==> config.mk <==
export PLATFORM = sky130hd
export DESIGN_NAME = banked_fifo_ctrl
export DESIGN_NICKNAME = d
export VERILOG_FILES = /design/src/rtl/banked_fifo_pkg.sv /design/src/rtl/banked_fifo_ptr.sv /design/src/rtl/banked_fifo_ctrl.sv
export SDC_FILE = /design/constraint.sdc
export NUM_CORES = 1
export LEC_CHECK = 0
export ABC_AREA = 1
export CORE_ASPECT_RATIO = 1.5
export CORE_MARGIN = 8
export CORE_UTILIZATION = 32
export CTS_CLUSTER_DIAMETER = 60
export CTS_CLUSTER_SIZE = 20
export DETAILED_ROUTE_END_ITERATION = 10
export HOLD_SLACK_MARGIN = 0.15
export MAX_ROUTING_LAYER = met4
export PLACE_DENSITY = 0.9
export SYNTH_ARGS = -nofsm -noshare
export SYNTH_HDL_FRONTEND = slang
export SYNTH_SLANG_ARGS = --single-unit
==> constraint.sdc <==
create_clock -name clk -period 5.4 [get_ports clk]
set_clock_uncertainty 0.15 [all_clocks]
set_input_delay 0.81 -clock clk [delete_from_list [all_inputs] [get_ports clk]]
set_output_delay 0.81 -clock clk [all_outputs]
set_load 0.01 [all_outputs]
==> src/rtl/banked_fifo_pkg.sv <==
`default_nettype none
// +--------------------------------------------------------------------------+
// | Package     : banked_fifo_pkg                                            |
// | Description : Width helpers and pointer slicing for the banked FIFO.     |
// |               A pointer is laid out as {wrap, row, bank}, with the bank  |
// |               select in the least significant bits. This interleaves     |
// |               consecutive entries across the banks.                      |
// | Revision    : 1.0 - initial release                                      |
// +--------------------------------------------------------------------------+
package banked_fifo_pkg;

  // Ceiling log2, evaluated at elaboration time.
  function automatic int unsigned clog2(input int unsigned v);
    int unsigned r;
    r = 0;
    for (int i = 0; i < 32; i++) begin
      if ((32'd1 << i) < v) r = i + 1;
    end
    return r;
  endfunction

  // Bank select width.
  function automatic int unsigned bank_w(input int unsigned num_banks);
    return clog2(num_banks);
  endfunction

  // Row address width.
  function automatic int unsigned row_w(input int unsigned bank_depth);
    return clog2(bank_depth);
  endfunction

  // Pointer width, including the wrap bit.
  function automatic int unsigned ptr_w(input int unsigned num_banks, input int unsigned bank_depth);
    return clog2(num_banks * bank_depth) + 1;
  endfunction

  // Occupancy counter width. It must hold the value DEPTH itself.
  function automatic int unsigned cnt_w(input int unsigned num_banks, input int unsigned bank_depth);
    return clog2(num_banks * bank_depth) + 1;
  endfunction

  // Returns the bank field of a pointer.
  function automatic int unsigned bank_of(input logic [31:0] ptr, input int unsigned bw);
    return ptr & ((32'd1 << bw) - 32'd1);
  endfunction

  // Returns the row field of a pointer.
  function automatic int unsigned row_of(input logic [31:0] ptr, input int unsigned bw,
                                         input int unsigned raw);
    return (ptr >> bw) & ((32'd1 << raw) - 32'd1);
  endfunction

endpackage
`default_nettype wire

==> src/rtl/banked_fifo_ptr.sv <==
`default_nettype none
// +--------------------------------------------------------------------------+
// | Module      : banked_fifo_ptr                                            |
// | Description : Pointer, occupancy and error-flag keeper for the banked    |
// |               FIFO. It decides which read and write fire each cycle.     |
// |               Reads win a bank conflict.                                 |
// | Ports       : clk, rst (async, active low), en, flush, we, re            |
// |               -> rd_fire, wr_fire, conflict, wr_ready, rd_ptr, wr_ptr,   |
// |                  count, empty, full, ovf_err, unf_err                    |
// | Revision    : 1.0 - initial release                                      |
// +--------------------------------------------------------------------------+
module banked_fifo_ptr
  import banked_fifo_pkg::*;
#(
  parameter int unsigned NUM_BANKS  = 2,
  parameter int unsigned BANK_DEPTH = 16
) (
  input  logic                                     clk,
  input  logic                                     rst,
  input  logic                                     en,
  input  logic                                     flush,
  input  logic                                     we,
  input  logic                                     re,
  output logic                                     rd_fire,
  output logic                                     wr_fire,
  output logic                                     conflict,
  output logic                                     wr_ready,
  output logic [ptr_w(NUM_BANKS, BANK_DEPTH)-1:0]  rd_ptr,
  output logic [ptr_w(NUM_BANKS, BANK_DEPTH)-1:0]  wr_ptr,
  output logic [cnt_w(NUM_BANKS, BANK_DEPTH)-1:0]  count,
  output logic                                     empty,
  output logic                                     full,
  output logic                                     ovf_err,
  output logic                                     unf_err
);

  localparam int unsigned DEPTH = NUM_BANKS * BANK_DEPTH;
  localparam int unsigned BW    = bank_w(NUM_BANKS);
  localparam int unsigned PW    = ptr_w(NUM_BANKS, BANK_DEPTH);
  localparam int unsigned CW    = cnt_w(NUM_BANKS, BANK_DEPTH);

  logic [PW-1:0] rd_ptr_q, rd_ptr_d;
  logic [PW-1:0] wr_ptr_q, wr_ptr_d;
  logic [CW-1:0] count_q, count_d;
  logic          ovf_err_q, ovf_err_d;
  logic          unf_err_q, unf_err_d;

  assign empty    = (count_q == '0);
  assign full     = (count_q == CW'(DEPTH));
  assign rd_fire  = en && re && !empty && !flush;
  assign conflict = rd_fire &&
                    (bank_of(32'(rd_ptr_q), BW) == bank_of(32'(wr_ptr_q), BW));
  // rst is in this term so that no write can fire while reset is held.
  assign wr_ready = rst && en && !flush && !full && !conflict;
  assign wr_fire  = we && wr_ready;

  always_comb begin
    rd_ptr_d  = rd_ptr_q;
    wr_ptr_d  = wr_ptr_q;
    count_d   = count_q;
    ovf_err_d = ovf_err_q;
    unf_err_d = unf_err_q;
    if (flush) begin
      rd_ptr_d  = '0;
      wr_ptr_d  = '0;
      count_d   = '0;
      ovf_err_d = 1'b0;
      unf_err_d = 1'b0;
    end else begin
      if (rd_fire) rd_ptr_d = rd_ptr_q + PW'(1);
      if (wr_fire) wr_ptr_d = wr_ptr_q + PW'(1);
      case ({wr_fire, rd_fire})
        2'b10:   count_d = count_q + CW'(1);
        2'b01:   count_d = count_q - CW'(1);
        default: count_d = count_q;
      endcase
      // A stall caused only by a conflict is normal backpressure, so it is
      // not flagged. Only a write attempted against a full FIFO is an error.
      if (we && en && full) ovf_err_d = 1'b1;
      if (re && en && empty) unf_err_d = 1'b1;
    end
  end

  always_ff @(posedge clk or negedge rst) begin
    if (!rst) begin
      rd_ptr_q  <= '0;
      wr_ptr_q  <= '0;
      count_q   <= '0;
      ovf_err_q <= 1'b0;
      unf_err_q <= 1'b0;
    end else begin
      rd_ptr_q  <= rd_ptr_d;
      wr_ptr_q  <= wr_ptr_d;
      count_q   <= count_d;
      ovf_err_q <= ovf_err_d;
      unf_err_q <= unf_err_d;
    end
  end

  assign rd_ptr  = rd_ptr_q;
  assign wr_ptr  = wr_ptr_q;
  assign count   = count_q;
  assign ovf_err = ovf_err_q;
  assign unf_err = unf_err_q;

endmodule
`default_nettype wire

==> src/rtl/banked_fifo_ctrl.sv <==
`default_nettype none
// +--------------------------------------------------------------------------+
// | Module      : banked_fifo_ctrl                                           |
// | Description : FIFO controller built from NUM_BANKS single-port SRAM      |
// |               banks with 1-cycle read latency. Consecutive entries are   |
// |               interleaved across the banks.                              |
// | Ports       : write side  - we, wr_data, wr_ready                        |
// |               read side   - re, rd_data, rd_valid                        |
// |               status      - empty, full, almost_full, count,             |
// |                             ovf_err, unf_err                             |
// |               RAM side    - ram_en, ram_we, ram_addr, ram_wdata,         |
// |                             ram_rdata (lane b = bank b)                  |
// |               control     - clk, rst (async, active low), en, flush      |
// | Revision    : 1.0 - initial release                                      |
// +--------------------------------------------------------------------------+
module banked_fifo_ctrl
  import banked_fifo_pkg::*;
#(
  parameter int unsigned DATA_W     = 32,
  parameter int unsigned NUM_BANKS  = 2,
  parameter int unsigned BANK_DEPTH = 16,
  parameter int unsigned AF_THRESH  = 12
) (
  input  logic                                         clk,
  input  logic                                         rst,
  input  logic                                         en,
  input  logic                                         flush,
  input  logic                                         we,
  input  logic [DATA_W-1:0]                            wr_data,
  output logic                                         wr_ready,
  input  logic                                         re,
  output logic [DATA_W-1:0]                            rd_data,
  output logic                                         rd_valid,
  output logic                                         empty,
  output logic                                         full,
  output logic                                         almost_full,
  output logic [cnt_w(NUM_BANKS, BANK_DEPTH)-1:0]      count,
  output logic                                         ovf_err,
  output logic                                         unf_err,
  output logic [NUM_BANKS-1:0]                         ram_en,
  output logic [NUM_BANKS-1:0]                         ram_we,
  output logic [NUM_BANKS*row_w(BANK_DEPTH)-1:0]       ram_addr,
  output logic [NUM_BANKS*DATA_W-1:0]                  ram_wdata,
  input  logic [NUM_BANKS*DATA_W-1:0]                  ram_rdata
);

  localparam int unsigned BW  = bank_w(NUM_BANKS);
  localparam int unsigned RAW = row_w(BANK_DEPTH);
  localparam int unsigned PW  = ptr_w(NUM_BANKS, BANK_DEPTH);
  localparam int unsigned CW  = cnt_w(NUM_BANKS, BANK_DEPTH);

  logic          rd_fire, wr_fire, conflict;
  logic [PW-1:0] rd_ptr, wr_ptr;
  logic [BW-1:0] rd_bank, wr_bank;
  logic [RAW-1:0] rd_row, wr_row;
  logic [DATA_W-1:0] rdata_lane [NUM_BANKS];

  logic          rd_valid_q, rd_valid_d;
  logic [BW-1:0] rd_bank_q, rd_bank_d;

  banked_fifo_ptr #(
    .NUM_BANKS  (NUM_BANKS),
    .BANK_DEPTH (BANK_DEPTH)
  ) u_ptr (
    .clk      (clk),
    .rst      (rst),
    .en       (en),
    .flush    (flush),
    .we       (we),
    .re       (re),
    .rd_fire  (rd_fire),
    .wr_fire  (wr_fire),
    .conflict (conflict),
    .wr_ready (wr_ready),
    .rd_ptr   (rd_ptr),
    .wr_ptr   (wr_ptr),
    .count    (count),
    .empty    (empty),
    .full     (full),
    .ovf_err  (ovf_err),
    .unf_err  (unf_err)
  );

  assign rd_bank = BW'(bank_of(32'(rd_ptr), BW));
  assign wr_bank = BW'(bank_of(32'(wr_ptr), BW));
  assign rd_row  = RAW'(row_of(32'(rd_ptr), BW, RAW));
  assign wr_row  = RAW'(row_of(32'(wr_ptr), BW, RAW));

  assign almost_full = (count >= CW'(AF_THRESH));

  // Per-bank routing. The arbiter never lets a read and a write hit the same
  // bank, so at most one of rd_hit and wr_hit is set in any lane.
  for (genvar b = 0; b < NUM_BANKS; b++) begin : g_bank
    logic rd_hit, wr_hit;
    assign rd_hit        = rd_fire && (rd_bank == BW'(b));
    assign wr_hit        = wr_fire && (wr_bank == BW'(b));
    assign ram_en[b]     = rd_hit || wr_hit;
    assign ram_we[b]     = wr_hit;
    assign ram_addr[b*RAW +: RAW]       = rd_hit ? rd_row : (wr_hit ? wr_row : '0);
    assign ram_wdata[b*DATA_W +: DATA_W] = wr_hit ? wr_data : '0;
    assign rdata_lane[b] = ram_rdata[b*DATA_W +: DATA_W];
  end

  // The bank select is captured only when a read fires. This keeps rd_data
  // stable between reads.
  always_comb begin
    rd_valid_d = rd_fire;
    rd_bank_d  = rd_fire ? rd_bank : rd_bank_q;
  end

  always_ff @(posedge clk or negedge rst) begin
    if (!rst) begin
      rd_valid_q <= 1'b0;
      rd_bank_q  <= '0;
    end else begin
      rd_valid_q <= rd_valid_d;
      rd_bank_q  <= rd_bank_d;
    end
  end

  assign rd_valid = rd_valid_q;
  assign rd_data  = rdata_lane[rd_bank_q];

endmodule
`default_nettype wire

==> impl_metrics.ini <==
[global_routing]
grt_overflow = 0
grt_use_total_pct = 20.6
grt_pass1_vias = 3108
grt_max_degree = 40
grt_pass1_wl_mm = 16.1
antenna_found_initial = 0

[timing]
rsz0062_at_grt = no
fin_crit_sh_pct = 85.0
tightestPinTransition_ns = 0.909
max_slew_margin_pct = 39.3
setup_tns_ns = 0
hold_violations = 0
clock.fmax_mhz = 218
drv_slew = 0
setup_viol = 0
post-route-min-period_ns = 4.59

[critical_path]
path_cells = clkdlybuf4s50_1, inv_2, nand3_2, nor2_2, nand3_2, inv_2, nand2_2, o21ai_1, clkdlybuf4s50_1
cpLargestDelayFamily = buffers and inverters
cpPeakStageDelay_ns = 0.60
startpoint = flush
r2r_slack_ns = 2.47
r2r-start = u_ptr.count[0]
start_kind = input pin
cp_slowest_cell = clkdlybuf4s50_1
endpoint_kind = primary output
cp_max_fo = 38
cp.buffers_inverters = 4
worst-setup-path-type = input pin to primary output
critPathRequiredTime_ns = 4.44
crit_arrival_ns = 3.63

[clock_network]
cts_inserted_buffers = 3
cts_hold_buf = 0
clock_latency_ns = 0.26
clkTransAtPathRegs_ns = 0.08
cts.sinks = 20
cts_max_path_buffers = 2
post_cts_buffers = 0
post_cts_resized = 0
cts_htree_levels = 1
cts_tree = done
ctsRootBufferMaster = clkbuf_8

[yosys]
yosys.area.top_type = nand2_1
yosys.area_share.simple_pct = 48.8
synth-seq-cells = 20
synth_xor_area_share_pct = 2.40
yosysWarnings = 0
synth_top_family_by_area = simple AND/OR/NAND/NOR gates
avgSynthCellArea_um2 = 5.73
synth.distinct_cells = 27
synthAdderAreaFrac_pct = 4.35
syn_area_um2 = 2190
synth_fp_nets = 491
synth-compound-area-share_pct = 6.12
syn_inst = 382
yosysSeqAreaShare_pct = 22.9
synth.area.mux_share_pct = 0
synth_area_leaders = nand2_1 (24%), dfrtp_1 (23%), nor2_1 (9.4%)
synth_top_area_share_pct = 24.4

[min_path]
hp-start = u_ptr.ovf_err
hold_class = register to register

[power_and_ir_drop]
seqPwrFrac_pct = 19.8
p_int_mw = 0.514
power.switching_mw = 0.295
p_clk_share_pct = 18.6
combPwrFrac_pct = 61.6
leakagePower_nw = 2.15
power.density_nw_per_um2 = 181
p_sw_share_pct = 36.5
vdd_ir_drop_max_mv = 0.129

[routing]
ant_nets = 0
vias = 3151
wl_mm = 10.7
drt_iter0_markers = 131
routed_via_density = 4.70
drc = 0
wl_per_cell_um = 16.0
first_pass_iters = 4

[run]
max_cap_violations = 0

[floorplanning]
die-area_um2 = 9790
fp.dieH_um = 117
start_util_pct = 32.4
placementRows = 37
die_w_um = 83.5
core_area_um2 = 6760
io_pins = 223

[placed_design]
dp_hpwl_mm = 9.24
gp_congestion = 0.884
postPlaceCellArea_um2 = 4400
io_buffers = 222

[layout]
diodes = 0
mostFrequentLayoutCell = clkdlybuf4s50_1
finalInstanceArea_um2 = 4480
nets = 702
final_core_util_pct = 66.2
synthToLayoutAreaGrowth_pct = 105
mostFrequentLayoutCells = clkdlybuf4s50_1 (222), nand2_1 (141), nor2_1 (55), inv_1 (53), nor2_2 (27)
drive_above_1_share_pct = 7.60

[outcome]
status = finished, final reports clean
[through the flow]
stage	worst slack [ns]	power, mW	hold slack (ns)	std cells
after floorplan	2.65	0.375	0.364	382
after global placement	0.970	0.658	0.327	666
after detailed placement	0.849	0.666	0.336	666
after CTS	0.806	0.818	0.351	670
after global routing	0.571	0.865	0.361	670
final	0.812	0.809	0.347	670
[state kept, by name, indices dropped and copies added, names as in the netlist]
name and cells:
rd_valid 1, u_ptr.rd_ptr 5, rd_bank_q 1, u_ptr.count 6, u_ptr.wr_ptr 5, u_ptr.ovf_err 1, u_ptr.unf_err 1
[logic make-up (layout without fill, tap and decap cells)]
family / after synthesis / in the layout
AOI/OAI and AO/OA: 24 / 24
xor gates and xnor gates: 6 / 6
adders and majority gates: 7 / 7
buffers and inverters: 76 / 286
DFF: 20 / 20
and+or+nand+nor: 249 / 249
[routing by layer]
| metal | track usage [%] | vias to the layer above | wire length, um |
|---|---|---|---|
| met2 | 37.7 | 159 | 5790 |
| li1 | - | 1565 | - |
| met4 | 5.20 | 0 | 171 |
| met5 | - | - | 0 |
| met3 | 5.12 | 17 | 756 |
| met1 | 21.7 | 1410 | 4020 |
[power by group through the flow]
stage	Sequential (mW)	Combinational [mW]	Clock, mW
6_report	0.160	0.498	0.151
5_1_grt	0.161	0.545	0.159
4_1_cts	0.160	0.505	0.153
3_5_place_dp	0.163	0.503	0
3_3_place_gp	0.163	0.495	0
2_1_floorplan	0.163	0.212	0
[cell usage after synthesis, drive strengths merged]
library cell / number
clkbuf: 8
o22ai: 8
nand3: 13
dfrtp: 20
xnor2: 3
a21oi: 3
nand2: 144
nor3: 2
buf: 10
fa: 1
a31oi: 1
nand4: 8
nor2: 82
o21ai: 11
o21bai: 1
xor2: 3
inv: 58
ha: 6
[worst paths after layout]
check | to | cells past startpoint
hold reg to reg | u_ptr.ovf_err | 2
max in group asynchronous | u_ptr.count[3] | 2
setup / recovery | ram_addr[7] | 9
setup reg to reg | u_ptr.count[5] | 16
hold / removal | u_ptr.ovf_err | 2
min in group asynchronous | u_ptr.count[1] | 2
[worst reg2reg max path, stage by stage (launching register included)]
cell and delay [ns]:
dfrtp_1 0.47, nor2_1 0.22, nand3_2 0.15, nand3_1 0.19, inv_1 0.15, nand2_1 0.26
inv_1 0.18, ha_1 0.38, nand2_1 0.09, nor2_1 0.10, nand2_1 0.07, nand3_1 0.08
nand2_1 0.05, nand2_1 0.07, nand3_1 0.07, o21ai_0 0.08, nor2_1 0.07
[cell type report]
cell class / instances / area (um^2)
Tap cell: 78 / 97.6
Sequential cell: 20 / 500
Clock inverter: 1 / 30.0
Multi-Input combinational cell: 286 / 1350
Clock buffer: 3 / 41.3
Fill cell: 593 / 2280
Timing Repair Buffer: 224 / 2240
Inverter: 58 / 218
No activity file was read; power rests on OpenSTA's default activity.
